[src/rtl/spi_reg_slave.sv]
// spi_reg_slave: SPI responder with a small 8-bit register file.
//
// Each transaction is two 8-bit frames, sent MSB first: a command byte, then a
// data byte. In the command byte, bit 7 selects read (1) or write (0) and bits
// 6:0 give the register address. Both ends sample and shift on posedge SCK
// while SSB is low. The register file is also available in parallel on
// reg_bus.
//
// Ports:
//   SCK       - the only clock; all state changes on its rising edge
//   reset     - synchronous, active-low reset, sampled on posedge SCK
//   SSB       - active-low slave select from the master
//   MOSI      - serial data from the master
//   MISO      - serial data to the master; forced to 0 while SSB is high
//   reg_bus   - register file, register k at bits [8k+7:8k]
//   wr_pulse  - one-cycle pulse on the edge where a register write commits
//   wr_addr   - address of the last committed write; held until the next one
//   frame_err - one-cycle pulse when a partial frame is thrown away

module spi_reg_slave #(
   parameter int unsigned NUM_REGS = 4
) (
   input  logic                        SCK,
   input  logic                        reset,
   input  logic                        SSB,
   input  logic                        MOSI,
   output logic                        MISO,
   output logic [NUM_REGS*8-1:0]       reg_bus,
   output logic                        wr_pulse,
   output logic [$clog2(NUM_REGS)-1:0] wr_addr,
   output logic                        frame_err
);

   localparam int unsigned ADDR_W = $clog2(NUM_REGS);

   typedef enum logic [1:0] {
      StCmd,
      StWrData,
      StRdData
   } state_t;

   state_t              r_state, w_state_d;
   logic [2:0]          r_bit_cnt, w_bit_cnt_d;
   logic [7:0]          r_shreg, w_shreg_d;
   logic [6:0]          r_addr, w_addr_d;
   logic [7:0]          r_regs [NUM_REGS];
   logic                r_wr_pulse, w_wr_pulse_d;
   logic [ADDR_W-1:0]   r_wr_addr, w_wr_addr_d;
   logic                r_frame_err, w_frame_err_d;

   logic                w_wr_en;
   logic [7:0]          w_byte;
   logic [7:0]          w_cmd_rdata;
   logic                w_wr_hit;

   // Byte seen on the edge that completes a frame
   assign w_byte = {r_shreg[6:0], MOSI};

   // Address decode. Addresses at or above NUM_REGS read as 0x00, and writes
   // to them are dropped.
   always_comb begin
      w_cmd_rdata = 8'h00;
      w_wr_hit    = 1'b0;
      for (int k = 0; k < NUM_REGS; k++) begin
         if (w_byte[6:0] == 7'(k)) begin
            w_cmd_rdata = r_regs[k];
         end
         if (r_addr == 7'(k)) begin
            w_wr_hit = 1'b1;
         end
      end
   end

   // Next-state logic
   always_comb begin
      w_state_d     = r_state;
      w_bit_cnt_d   = r_bit_cnt;
      w_shreg_d     = r_shreg;
      w_addr_d      = r_addr;
      w_wr_pulse_d  = 1'b0;
      w_wr_addr_d   = r_wr_addr;
      w_frame_err_d = 1'b0;
      w_wr_en       = 1'b0;

      if (!SSB) begin
         w_shreg_d   = w_byte;
         w_bit_cnt_d = r_bit_cnt + 3'd1;
         if (r_bit_cnt == 3'd7) begin
            unique case (r_state)
               StCmd: begin
                  w_addr_d = w_byte[6:0];
                  if (w_byte[7]) begin
                     // Preload read data so its MSB is on MISO before the
                     // first edge of the data frame
                     w_shreg_d = w_cmd_rdata;
                     w_state_d = StRdData;
                  end else begin
                     w_shreg_d = 8'h00;
                     w_state_d = StWrData;
                  end
               end
               StWrData: begin
                  if (w_wr_hit) begin
                     w_wr_en      = 1'b1;
                     w_wr_pulse_d = 1'b1;
                     w_wr_addr_d  = r_addr[ADDR_W-1:0];
                  end
                  w_shreg_d = 8'h00;
                  w_state_d = StCmd;
               end
               StRdData: begin
                  w_shreg_d = 8'h00;
                  w_state_d = StCmd;
               end
               default: begin
                  w_shreg_d = 8'h00;
                  w_state_d = StCmd;
               end
            endcase
         end
      end else if (r_bit_cnt != 3'd0) begin
         // SSB rose mid-frame: discard the partial frame and go back to the
         // command state
         w_bit_cnt_d   = 3'd0;
         w_shreg_d     = 8'h00;
         w_state_d     = StCmd;
         w_frame_err_d = 1'b1;
      end
   end

   // State registers
   always_ff @(posedge SCK) begin
      if (!reset) begin
         r_state     <= StCmd;
         r_bit_cnt   <= 3'd0;
         r_shreg     <= 8'h00;
         r_addr      <= 7'd0;
         r_wr_pulse  <= 1'b0;
         r_wr_addr   <= '0;
         r_frame_err <= 1'b0;
         for (int k = 0; k < NUM_REGS; k++) begin
            r_regs[k] <= 8'h00;
         end
      end else begin
         r_state     <= w_state_d;
         r_bit_cnt   <= w_bit_cnt_d;
         r_shreg     <= w_shreg_d;
         r_addr      <= w_addr_d;
         r_wr_pulse  <= w_wr_pulse_d;
         r_wr_addr   <= w_wr_addr_d;
         r_frame_err <= w_frame_err_d;
         for (int k = 0; k < NUM_REGS; k++) begin
            if (w_wr_en && (r_addr == 7'(k))) begin
               r_regs[k] <= w_byte;
            end
         end
      end
   end

   for (genvar g = 0; g < NUM_REGS; g++) begin : g_bus
      assign reg_bus[8*g +: 8] = r_regs[g];
   end

   assign MISO      = ~SSB & r_shreg[7];
   assign wr_pulse  = r_wr_pulse;
   assign wr_addr   = r_wr_addr;
   assign frame_err = r_frame_err;

endmodule

[config.mk]
export PLATFORM = sky130hd
export DESIGN_NAME = spi_reg_slave
export DESIGN_NICKNAME = d
export VERILOG_FILES = /design/src/rtl/spi_reg_slave.sv
export SDC_FILE = /design/constraint.sdc
export NUM_CORES = 1
export LEC_CHECK = 0
export BUFFER_PORTS_ARGS = -buffer_cell sky130_fd_sc_hd__buf_2
export CELL_PAD_IN_SITES_DETAIL_PLACEMENT = 1
export CELL_PAD_IN_SITES_GLOBAL_PLACEMENT = 1
export CORE_ASPECT_RATIO = 1.25
export CORE_MARGIN = 10
export CORE_UTILIZATION = 40
export DETAILED_ROUTE_END_ITERATION = 8
export GPL_ROUTABILITY_DRIVEN = 1
export PLACE_DENSITY_LB_ADDON = 0.1
export SETUP_SLACK_MARGIN = 0.15
export SLEW_MARGIN = 25
export SYNTH_ARGS = -nofsm -noshare
export SYNTH_HDL_FRONTEND = slang
export SYNTH_SLANG_ARGS = --single-unit
[constraint.sdc]
create_clock -name SCK -period 2.5 [get_ports SCK]
set_input_delay 0.625 -clock SCK [delete_from_list [all_inputs] [get_ports SCK]]
set_output_delay 0.625 -clock SCK [all_outputs]
set_load 0.01 [all_outputs]
==> metrics.txt <==
PortBufs=40; die width=90.8 microns; post-CTS setup buffer count=0; cells resized by post-CTS repair=0; root buffer cell=clkbuf_8; Rel. slew slack=62.0%; power density cells=548 nW/um^2; vias in the first global route=1920; Routed WL=6.17 mm; maxcap violations=0; core area=6130 sq um; synthesized netlist cell count=223; total number of vias=1820; outcome=finished, final reports clean; Syn. warnings=0; Routed WL per cell=17.2 microns; Area after DPL=2860 sq um; Pleak=1.15 nW; Mean Syn Cell Area=11.2 sq um; GP Congestion=0.762; Main synth FF type=edfxtp_1; vias per std cell=5.08; fin area=2940 sq um; Residual DRC=0; Synth area leader=edfxtp_1; insertion delay to the later sink of the worst-skew pair=310 ps; Tcrit/Tclk final=85.1%; overall power=0.00161 W; CTS Sinks=56; pin count of the biggest net entering global routing=21; die height=108 microns; main area contributors after synthesis=edfxtp_1, dfxtp_1, and2_1; die footprint=9850 sq um; post-synthesis sequential area ratio=57.5%; number of fill cells=718; count leader, synth=edfxtp_1; area occupied by multi-input gates=991 sq um; Slew Limit Fails=0; Final HPWL DP=4.76 mm; Worst-Margin Slew=569 ps; clk buf depth=2; DR iter-0 viols=61; share of the synthesized area in the top cell type=38.3%; register area=1440 sq um; initial core utilization=40.9%; setup TNS=0 ps; TritonCTS clock tree=built; Detail Route Antenna Nets=0; Fin. Hold Viols=0; Post-synth ARST share=0%; first-pass GRT wire length=10.2 mm; critical path peak fanout=8; grt total ovfl=0; peak supply drop=0.236 mV; Mapped Nets=230; Num CTS Buffers=5; row cnt=32; GRT Util Overall=12.7%; Synth top cells by count=edfxtp_1, and2_1, dfxtp_1; Worst EP arrival=2140 ps; register bit total from synthesis=56; Critical Path Start Type=flip-flop; clk slew on worst S/H paths=100 ps; Setup Skew=13.0 ps; worst min path class=flip-flop to flip-flop; initial antenna violation count=0; NumNets Final=279; Post-Syn Area=2510 sq um; Synth cell types=37; P&R area growth vs syn=17.3%; crit path capture type=flip-flop; Post-synth EDFFs=32; fmax=470 MHz; H-tree depth=2; layout cell share with drive strength beyond 1=26.4%; # diodes=0; Fin Hold WS=474 ps; # setup viols final=0; RSZ-0062 raised after global routing=true; I/O pin count=41; minimum clock period=2130 ps; Initial DRT Pass Iterations=4; CTS Hold Buffers Added=0; Setup Crit Path Kind=flip-flop to flip-flop; WP data required=2510 ps
final cells by class:
| cell class | count | share of cell area [%] |
|---|---|---|
| flip-flops and latches | 56 | 49.0 |
| clock buffers | 7 | 2.60 |
| clock inverters | 1 | 0.298 |
| repair buffers | 53 | 10.1 |
| inverters | 5 | 0.638 |
| well taps | 85 | 3.62 |
| multi-input cells | 151 | 33.7 |
final timing paths:
path,end,slack (ps),depth (start not counted),start
worst max-delay path,r_regs[0][0]$_SDFFCE_PN0P_,370,7,r_bit_cnt[0]$_SDFFE_PN0P_
worst min-delay path,r_addr[6]$_SDFFE_PN0P_,470,2,r_addr[6]$_SDFFE_PN0P_
worst max register to register,r_regs[0][0]$_SDFFCE_PN0P_,370,7,r_bit_cnt[0]$_SDFFE_PN0P_
worst min register to register,r_addr[6]$_SDFFE_PN0P_,470,2,r_addr[6]$_SDFFE_PN0P_
registers in the layout, indices dropped and copies added (netlist names):
register / flops
wr_addr: 2
r_addr: 7
r_state: 2
wr_pulse: 1
r_shreg: 8
frame_err: 1
r_bit_cnt: 3
r_regs: 32
logic make-up after synthesis:
kind of cell | after synthesis | synth area share [%]
buf+inv | 16 | 3.15
mux | 11 | 4.69
simple gates | 96 | 21.8
compound gates | 41 | 11.4
fa+ha+maj | 3 | 1.50
flops | 56 | 57.5
worst max-delay path, stage by stage (launching register included):
cell     delay [ps]
dfxtp_1         380
ha_1            160
ha_1            230
nor3b_1         200
buf_4           160
nand3_1         240
o31ai_2         260
buf_4           220
placed cells by master, fill, tap and decap left out, drive strengths merged:
cell / synthesis / final
a22o: 1 / 1
a21oi: 2 / 2
o221ai: 6 / 6
buf: 5 / 53
or3: 1 / 1
nor3: 5 / 5
clkbuf: 6 / 7
nor4: 3 / 3
nor4bb: 1 / 1
nand3: 1 / 1
a311oi: 1 / 1
and4bb: 1 / 1
nor3b: 3 / 3
mux2: 6 / 6
inv: 5 / 5
nand4: 1 / 1
o21ai: 12 / 12
mux2i: 5 / 5
nor2: 10 / 10
or4: 2 / 2
and2: 34 / 34
a211oi: 1 / 1
dfxtp: 24 / 24
a22oi: 8 / 8
nor2b: 9 / 9
ha: 3 / 3
a222oi: 1 / 1
nand3b: 1 / 1
nand2: 20 / 20
o31ai: 2 / 2
edfxtp: 32 / 32
a21boi: 7 / 7
nand2b: 4 / 4
clkinv: 0 / 1
layer usage:
layer  up-vias  global-route usage [%]  wire, microns
li1        905                       -              -
met5         -                       0              0
met3         5                    2.64            197
met4         0                    3.36             53
met1       877                    14.7           2660
met2        33                    23.5           3260
through the flow:
stage	std cells	util (%)	setup WS [ps]
finish	358	48.0	373
global placement	350	46.6	354
floorplan	223	-	62.7
detailed placement	350	46.6	335
global route	358	48.0	118
CTS	358	48.0	331
power by group:
group / switching [W] / total (W) / internal [W]
clock network: 0.000287 / 0.000488 / 0.000201
registers: 0.0000167 / 0.00101 / 0.000994
logic: 0.0000664 / 0.000113 / 0.0000468
No activity file was read; power rests on OpenSTA's default activity.
